$ cat config.mk
export PLATFORM = sky130hd
export DESIGN_NAME = regfile_wr_arb_flat
export DESIGN_NICKNAME = d
export VERILOG_FILES = /design/src/rtl/regfile_wr_arb_if.sv /design/src/rtl/regfile_wr_arb.sv /design/src/flat_wrapper.sv
export SDC_FILE = /design/constraint.sdc
export NUM_CORES = 1
export LEC_CHECK = 0
export CAP_MARGIN = 20
export CORE_MARGIN = 3
export CORE_UTILIZATION = 42
export CTS_BUF_LIST = sky130_fd_sc_hd__clkbuf_2
export CTS_CLUSTER_SIZE = 28
export DETAILED_ROUTE_END_ITERATION = 8
export PLACE_DENSITY = 0.95
export SLEW_MARGIN = 30
export SYNTH_ARGS = -nofsm -noshare
export SYNTH_HDL_FRONTEND = slang
export SYNTH_HIERARCHICAL = 1
export SYNTH_SLANG_ARGS = --single-unit
$ cat constraint.sdc
create_clock -name clk -period 4.15 [get_ports clk]
set_input_delay 0.6225 -clock clk [delete_from_list [all_inputs] [get_ports clk]]
set_output_delay 0.6225 -clock clk [all_outputs]
set_load 0.01 [all_outputs]
$ cat src/rtl/regfile_wr_arb_if.sv
// Register-file write arbiter bus: two writeback requesters plus the write port.
interface regfile_wr_arb_if #(
    parameter int unsigned WIDTH  = 64,
    parameter int unsigned ADDR_W = 5
);
    logic              req0_valid;
    logic [ADDR_W-1:0] req0_addr;
    logic [WIDTH-1:0]  req0_data;
    logic              req0_ready;

    logic              req1_valid;
    logic [ADDR_W-1:0] req1_addr;
    logic [WIDTH-1:0]  req1_data;
    logic              req1_ready;

    logic              wr_en;
    logic [ADDR_W-1:0] wr_addr;
    logic [WIDTH-1:0]  wr_data;

    // Arbiter side
    modport slave (
        input  req0_valid, req0_addr, req0_data,
        input  req1_valid, req1_addr, req1_data,
        output req0_ready, req1_ready,
        output wr_en, wr_addr, wr_data
    );

    // Requester / register-file side
    modport master (
        output req0_valid, req0_addr, req0_data,
        output req1_valid, req1_addr, req1_data,
        input  req0_ready, req1_ready,
        input  wr_en, wr_addr, wr_data
    );
endinterface

$ cat src/rtl/regfile_wr_arb.sv
// Round-robin arbiter for the single register-file write port (ALU vs load).
// Optional contention counter enabled with macro RFARB_STATS_EN.

// Variable-width enabled DFF with synchronous active-high reset.
module regfile_wr_arb_dff #(
    parameter int unsigned   W       = 1,
    parameter logic [W-1:0]  RST_VAL = '0
) (
    input  logic         i_clk,
    input  logic         i_reset,
    input  logic         i_en,
    input  logic [W-1:0] i_d,
    output logic [W-1:0] o_q
);
    // Capture on enable, reset wins
    always_ff @(posedge i_clk) begin
        if (i_reset) begin
            o_q <= RST_VAL;
        end else if (i_en) begin
            o_q <= i_d;
        end
    end
endmodule

module regfile_wr_arb #(
    parameter int unsigned WIDTH    = 64,
    parameter int unsigned ADDR_W   = 5,
    parameter int unsigned ZERO_REG = 31
) (
    input  logic                clk,
    input  logic                reset,
    input  logic                flush,
    regfile_wr_arb_if.slave     bus,
    output logic [15:0]         conflict_cnt
);
    localparam int unsigned CNT_W = 16;

    logic              w_grant0;
    logic              w_grant1;
    logic              w_xfer;
    logic              w_contend;
    logic [ADDR_W-1:0] w_sel_addr;
    logic [WIDTH-1:0]  w_sel_data;
    logic              w_wr_en_d;

    logic              r_wr_en;
    logic [ADDR_W-1:0] r_wr_addr;
    logic [WIDTH-1:0]  r_wr_data;
    logic              r_last_grant;   // 1: req1 was granted most recently

    // Grant selection: single valid wins; on contention the one not granted last
    always_comb begin
        w_grant0   = 1'b0;
        w_grant1   = 1'b0;
        w_contend  = bus.req0_valid & bus.req1_valid;
        if (!reset && !flush) begin
            w_grant0 = bus.req0_valid & (!bus.req1_valid | r_last_grant);
            w_grant1 = bus.req1_valid & (!bus.req0_valid | !r_last_grant);
        end
        w_xfer     = w_grant0 | w_grant1;
        w_sel_addr = w_grant1 ? bus.req1_addr : bus.req0_addr;
        w_sel_data = w_grant1 ? bus.req1_data : bus.req0_data;
        // Writes to the zero register are accepted but never reach the file
        w_wr_en_d  = w_xfer & (w_sel_addr != ADDR_W'(ZERO_REG));
    end

    assign bus.req0_ready = w_grant0;
    assign bus.req1_ready = w_grant1;

    regfile_wr_arb_dff #(.W(1), .RST_VAL(1'b0)) u_wr_en (
        .i_clk(clk), .i_reset(reset), .i_en(1'b1), .i_d(w_wr_en_d), .o_q(r_wr_en)
    );

    regfile_wr_arb_dff #(.W(ADDR_W), .RST_VAL('0)) u_wr_addr (
        .i_clk(clk), .i_reset(reset), .i_en(w_xfer), .i_d(w_sel_addr), .o_q(r_wr_addr)
    );

    regfile_wr_arb_dff #(.W(WIDTH), .RST_VAL('0)) u_wr_data (
        .i_clk(clk), .i_reset(reset), .i_en(w_xfer), .i_d(w_sel_data), .o_q(r_wr_data)
    );

    // Reset value 1 lets req0 win the first contention
    regfile_wr_arb_dff #(.W(1), .RST_VAL(1'b1)) u_last_grant (
        .i_clk(clk), .i_reset(reset), .i_en(w_xfer), .i_d(w_grant1), .o_q(r_last_grant)
    );

    assign bus.wr_en   = r_wr_en;
    assign bus.wr_addr = r_wr_addr;
    assign bus.wr_data = r_wr_data;

`ifdef RFARB_STATS_EN
    logic [CNT_W-1:0] r_conflict_cnt;

    // Saturating count of cycles where both requesters contend
    always_ff @(posedge clk) begin
        if (reset) begin
            r_conflict_cnt <= '0;
        end else if (w_contend && !flush && (r_conflict_cnt != {CNT_W{1'b1}})) begin
            r_conflict_cnt <= r_conflict_cnt + CNT_W'(1);
        end
    end

    assign conflict_cnt = r_conflict_cnt;
`else
    logic w_unused_contend;
    assign w_unused_contend = w_contend;
    assign conflict_cnt     = CNT_W'(0);
`endif
endmodule
$ cat src/flat_wrapper.sv
// flat-port wrapper written by rule: the top's interface ports become plain ports
module regfile_wr_arb_flat 
#(
    parameter int unsigned WIDTH    = 64,
    parameter int unsigned ADDR_W   = 5,
    parameter int unsigned ZERO_REG = 31
)
  (clk, reset, flush, conflict_cnt, bus_req0_valid, bus_req0_addr, bus_req0_data, bus_req1_valid, bus_req1_addr, bus_req1_data, bus_req0_ready, bus_req1_ready, bus_wr_en, bus_wr_addr, bus_wr_data);
  regfile_wr_arb_if #(.WIDTH(WIDTH), .ADDR_W(ADDR_W)) bus_i ();
  input  logic clk;
  input  logic reset;
  input  logic flush;
  output logic [15:0] conflict_cnt;
  input wire logic [$bits(bus_i.req0_valid)-1:0] bus_req0_valid;
  input wire logic [$bits(bus_i.req0_addr)-1:0] bus_req0_addr;
  input wire logic [$bits(bus_i.req0_data)-1:0] bus_req0_data;
  input wire logic [$bits(bus_i.req1_valid)-1:0] bus_req1_valid;
  input wire logic [$bits(bus_i.req1_addr)-1:0] bus_req1_addr;
  input wire logic [$bits(bus_i.req1_data)-1:0] bus_req1_data;
  output wire logic [$bits(bus_i.req0_ready)-1:0] bus_req0_ready;
  output wire logic [$bits(bus_i.req1_ready)-1:0] bus_req1_ready;
  output wire logic [$bits(bus_i.wr_en)-1:0] bus_wr_en;
  output wire logic [$bits(bus_i.wr_addr)-1:0] bus_wr_addr;
  output wire logic [$bits(bus_i.wr_data)-1:0] bus_wr_data;
  assign bus_i.req0_valid = bus_req0_valid;
  assign bus_i.req0_addr = bus_req0_addr;
  assign bus_i.req0_data = bus_req0_data;
  assign bus_i.req1_valid = bus_req1_valid;
  assign bus_i.req1_addr = bus_req1_addr;
  assign bus_i.req1_data = bus_req1_data;
  assign bus_req0_ready = bus_i.req0_ready;
  assign bus_req1_ready = bus_i.req1_ready;
  assign bus_wr_en = bus_i.wr_en;
  assign bus_wr_addr = bus_i.wr_addr;
  assign bus_wr_data = bus_i.wr_data;
  regfile_wr_arb #(.WIDTH(WIDTH), .ADDR_W(ADDR_W), .ZERO_REG(ZERO_REG)) u_core (.clk(clk), .reset(reset), .flush(flush), .bus(bus_i), .conflict_cnt(conflict_cnt));
endmodule
== After elaboration in Yosys (flattened, before gate mapping) ==
Index checks and enable logic that the tools add are counted.
W data, S select, Z words.

* Bits in registers: 71
* Word-level logic and storage cells: 21

* Equal/unequal tests: 1
* Multiplexer cells: 4
* Bitwise gates (word level): 6
* Reductions and logical operators: 6

{| class="wikitable"
|+ Operators with widths
! cell !! number
|-
| $mux W64 || 1
|-
| $logic_not A1 Y1 || 5
|-
| $mux W5 || 1
|-
| $ne A5 B5 Y1 const B || 1
|-
| $and A1 B1 Y1 || 3
|-
| $or A1 B1 Y1 || 3
|-
| $mux W1 || 2
|-
| $logic_and A1 B1 Y1 || 1
|}

== Logic depth before layout (Yosys ltp) ==
* Depth in word-level cells: 7
* Gate-level depth with buffers: 6
* Depth with buffers taken out: 5

== Hierarchy ==
The synthesis kept the hierarchy.

{| class="wikitable"
|+ By module, submodules not included
! module !! instances !! cells each !! area each (µm²) !! seq. area each (µm²)
|-
| regfile_wr_arb_dff at u_core.u_wr_data || 1 || 206 || 2,290.9 || 1,281.2
|-
| regfile_wr_arb || 1 || 107 || 1,327.5 || 0.0
|-
| regfile_wr_arb_dff at u_core.u_wr_addr || 1 || 16 || 180.2 || 100.1
|-
| regfile_wr_arb_dff at u_core.u_last_grant || 1 || 3 || 35.0 || 20.0
|-
| regfile_wr_arb_dff at u_core.u_wr_en || 1 || 3 || 33.8 || 20.0
|}

== Worst setup path after synthesis ==
OpenSTA, ideal clock, no wires.

* Path kind: input -> output
* From: input flush
* To: output bus_req1_ready
* Data arrival time: 1.168 ns
* Required time: 3.527 ns
* Setup slack: 2.360 ns
* Cell stages on the path: 4
* Cells stage by stage: nor2_4 nand3_4 buf_6 inv_1

* Word-level cells in the longest chain between the ends: 3

{| class="wikitable"
|+ Ends and longest elaborated chain
! element !! line !! RTL
|-
| from (decl) || flat_wrapper.sv:12 || <nowiki>input logic flush;</nowiki>
|-
| $logic_not A1 Y1 || regfile_wr_arb.sv:56 || <nowiki>if (!reset && !flush) begin</nowiki>
|-
| $logic_and A1 B1 Y1 || regfile_wr_arb.sv:56 ||
|-
| $mux W1 || regfile_wr_arb.sv:56 ||
|-
| to (decl) || flat_wrapper.sv:21 || <nowiki>output wire logic [$bits(bus_i.req1_ready)-1:0] bus_req1_ready;</nowiki>
|}

Every way passes these cells.

== Worst setup path in the final report ==
* From: input flush
* To: output bus_req0_ready

* Word-level cells in the longest chain between the ends: 3

{| class="wikitable"
|+ Ends and longest elaborated chain
! element !! line !! RTL
|-
| $logic_not A1 Y1 || regfile_wr_arb.sv:56 ||
|-
| $logic_and A1 B1 Y1 || regfile_wr_arb.sv:56 ||
|-
| $mux W1 || regfile_wr_arb.sv:56 ||
|-
| to (decl) || flat_wrapper.sv:20 || <nowiki>output wire logic [$bits(bus_i.req0_ready)-1:0] bus_req0_ready;</nowiki>
|}

Every way passes these cells.

==> results.json <==
{
  "totalNegativeSetupSlack_ns": 0,
  "fp.dieW_um": 102,
  "run_status": "complete, no violations",
  "reg2regPathDepth": 6,
  "antennaDiodeCount": 0,
  "setup.worst_path.end_class": "output pin",
  "headroom_to_the_max_slew_limit": 0.536,
  "clock_sinks": 71,
  "post_cts_hold_buffer_count": 0,
  "vdd_ir_drop_max_mv": 0.198,
  "timing.hold.worst_path_depth": 2,
  "detail_route.iter0.violations": 37,
  "arr_time_crit_path_ns": 1.99,
  "clock.fmax_mhz": 382,
  "final.fill_count": 673,
  "rsz_0062_raised_after_global_routing": "false",
  "share_of_synthesized_registers_carrying_an_async_set_or_reset": 0,
  "overflow": 0,
  "htreeDepth": 3,
  "rows": 34,
  "final.period_utilization": 0.631,
  "wire_per_inst_um": 15.8,
  "dieArea_mm2": 0.0104,
  "post_place_setup_slack_ns": 1.49,
  "grt_start_max_net_pins": 72,
  "power_per_cell_area_mw_per_mm2": 262,
  "tritoncts_clock_tree": "built",
  "synth_area_mm2": 0.00387,
  "nets": 683,
  "max_transition_viols_final": 0,
  "clock_tree.root_cell": "sky130_fd_sc_hd__clkbuf_2",
  "ioPinCount": 231,
  "cts-buffers-inserted": 9,
  "synth-edff-count": 0,
  "synth.distinct_cells": 22,
  "synth_flop_cell": "sky130_fd_sc_hd__dfxtp_1",
  "worst-endpoint-required_ns": 3.53,
  "skew_ns": 0.0327,
  "yosys-top-cells-count": "sky130_fd_sc_hd__dfxtp_1 (71), sky130_fd_sc_hd__nor2_1 (71), sky130_fd_sc_hd__mux2i_1 (70), sky130_fd_sc_hd__mux2_4 (68), sky130_fd_sc_hd__buf_4 (16)",
  "maxCapViolCount": 0,
  "r2r_setup_slack_ns": 2.36,
  "postCtsSetupBuffers": 0,
  "post_synth.cell_area_avg_um2": 11.5,
  "final_cell_count_no_fill": 653,
  "routed-via-count": 3111,
  "worst_slew_pin_slew_ns": 0.695,
  "hold_slack_ns": 0.519,
  "drive_above_1_share": 0.167,
  "post_synth_inst_count": 335,
  "clock_transition_time_at_the_flip_flop_clock_pins_of_the_worst_setup_and_hold_paths_ns": 0.18,
  "critical_path_peak_fanout": 3,
  "grt_use_total": 0.190,
  "via_per_inst": 4.76,
  "timing.final.hold_violations": 0,
  "worstSkewPairLatency_ns": 0.48,
  "core_region_area_mm2": 0.00885,
  "placedCellCount": 637,
  "cts_max_path_buffers": 2,
  "synth_area_leaders": "sky130_fd_sc_hd__dfxtp_1 (37%), sky130_fd_sc_hd__mux2_4 (26%), sky130_fd_sc_hd__mux2i_1 (18%)",
  "timing.final.ws_setup_ns": 1.53,
  "dp.final_hpwl_um": 8050,
  "setup.worst_path.class": "in -> out",
  "timing.critical_path.from_type": "input pin",
  "period_needed_ns": 2.62,
  "syn2layout_area_growth_pct": 56.4,
  "cts.repair.resized": 0,
  "antenna_found_initial": 0,
  "synth_warnings": 6,
  "first_pass_grt_wire_length_um": 15500,
  "io_buffer_count": 214,
  "die_y_um": 102,
  "dominant_cell_type_by_area_after_synthesis": "sky130_fd_sc_hd__dfxtp_1",
  "start_util": 0.437,
  "p_total_mw": 1.59,
  "first_global_vias": 3312,
  "power_leakage_nw": 2.57,
  "drt_pass1_iterations": 4,
  "worstHoldPathType": "reg -> reg",
  "fraction_of_synthesized_cell_area_taken_by_the_top_area_cell_type": 0.368,
  "ys_ff_latch": 71,
  "drt-total-wl_um": 10300,
  "yosysSeqAreaShare": 0.368,
  "place_congestion": 0.737,
  "remaining_drc_errors": 0,
  "finalSetupViolations": 0,
  "final_antenna_net_count": 0
}
==> critical path, cell delays in order <==
cell	delay, ns
sky130_fd_sc_hd__clkdlybuf4s50_1	0.44
sky130_fd_sc_hd__nor2_4	0.17
sky130_fd_sc_hd__and3_1	0.20
sky130_fd_sc_hd__clkdlybuf4s50_1	0.55
==> power breakdown <==
part	internal [mW]	switching, mW
sequential	0.716	0.0167
combinational	0.278	0.142
clock	0.200	0.235
total	1.19	0.394
==> per-layer routing <==
layer,global-route usage,vias up,share of wire
met1,0.181,1415,0.35
met3,0.0737,24,0.10
li1,-,1521,-
met5,0,-,0
met2,0.362,151,0.53
met4,0.0747,0,0.024
==> final timing paths <==
check                                start                  endpoint
hold / removal    u_core/u_wr_data/o_q[21]  u_core/u_wr_data/o_q[21]
hold reg to reg   u_core/u_wr_data/o_q[21]  u_core/u_wr_data/o_q[21]
setup / recovery                     flush            bus_req0_ready
setup reg to reg   u_core/u_last_grant/o_q  u_core/u_wr_data/o_q[63]
==> per-stage QoR <==
stage / util / area, µm²
CTS: 0.683 / 6050
finish: 0.683 / 6050
floorplan: - / 3920
detailed placement: 0.668 / 5910
global route: 0.683 / 6050
global placement: 0.668 / 5910
==> cell usage in the layout, fill, tap and decap left out, drive strengths merged <==
| master | instances |
|---|---|
| clkdlybuf4s50 | 213 |
| nor2 | 72 |
| dfxtp | 71 |
| mux2i | 70 |
| mux2 | 69 |
| conb | 17 |
| clkbuf | 10 |
| buf | 4 |
| nand3 | 3 |
| clkinv | 3 |
| bufinv | 2 |
| nand2 | 2 |
| and3 | 2 |
| clkinvlp | 1 |
| inv | 1 |
| nand2b | 1 |
| o21a | 1 |
| o2bb2ai | 1 |
| nor2b | 1 |
| a211o | 1 |
==> kinds of logic (layout without fill, tap and decap cells) <==
kind of cell | count (synthesis) | after routing | synth area share
multiplexers | 139 | 139 | 0.448
AND/OR/NAND/NOR | 81 | 81 | 0.0874
flip-flops | 71 | 71 | 0.368
buffers and inverters | 39 | 234 | 0.0886
AO/OA/AOI/OAI | 3 | 3 | 0.00647
other | 2 | 17 | 0.00194
==> sequential cells by signal (all words and copies together), names as in the netlist <==
signal                   flops
u_core/u_wr_data/o_q        64
u_core/u_wr_addr/o_q         5
u_core/u_last_grant/o_q      1
u_core/u_wr_en/o_q           1
==> area by class of cell <==
| type | instances | area [µm²] | share of cell area |
|---|---|---|---|
| flip-flops and latches | 71 | 1420 | 0.235 |
| multi-input cells | 240 | 2170 | 0.358 |
| inverters | 1 | 3.75 | 0.000621 |
| clock inverters | 6 | 85.1 | 0.0141 |
| well taps | 108 | 135 | 0.0223 |
| repair buffers | 217 | 2180 | 0.361 |
| clock buffers | 10 | 50.0 | 0.00828 |
Power figures use the tool's default switching activity.
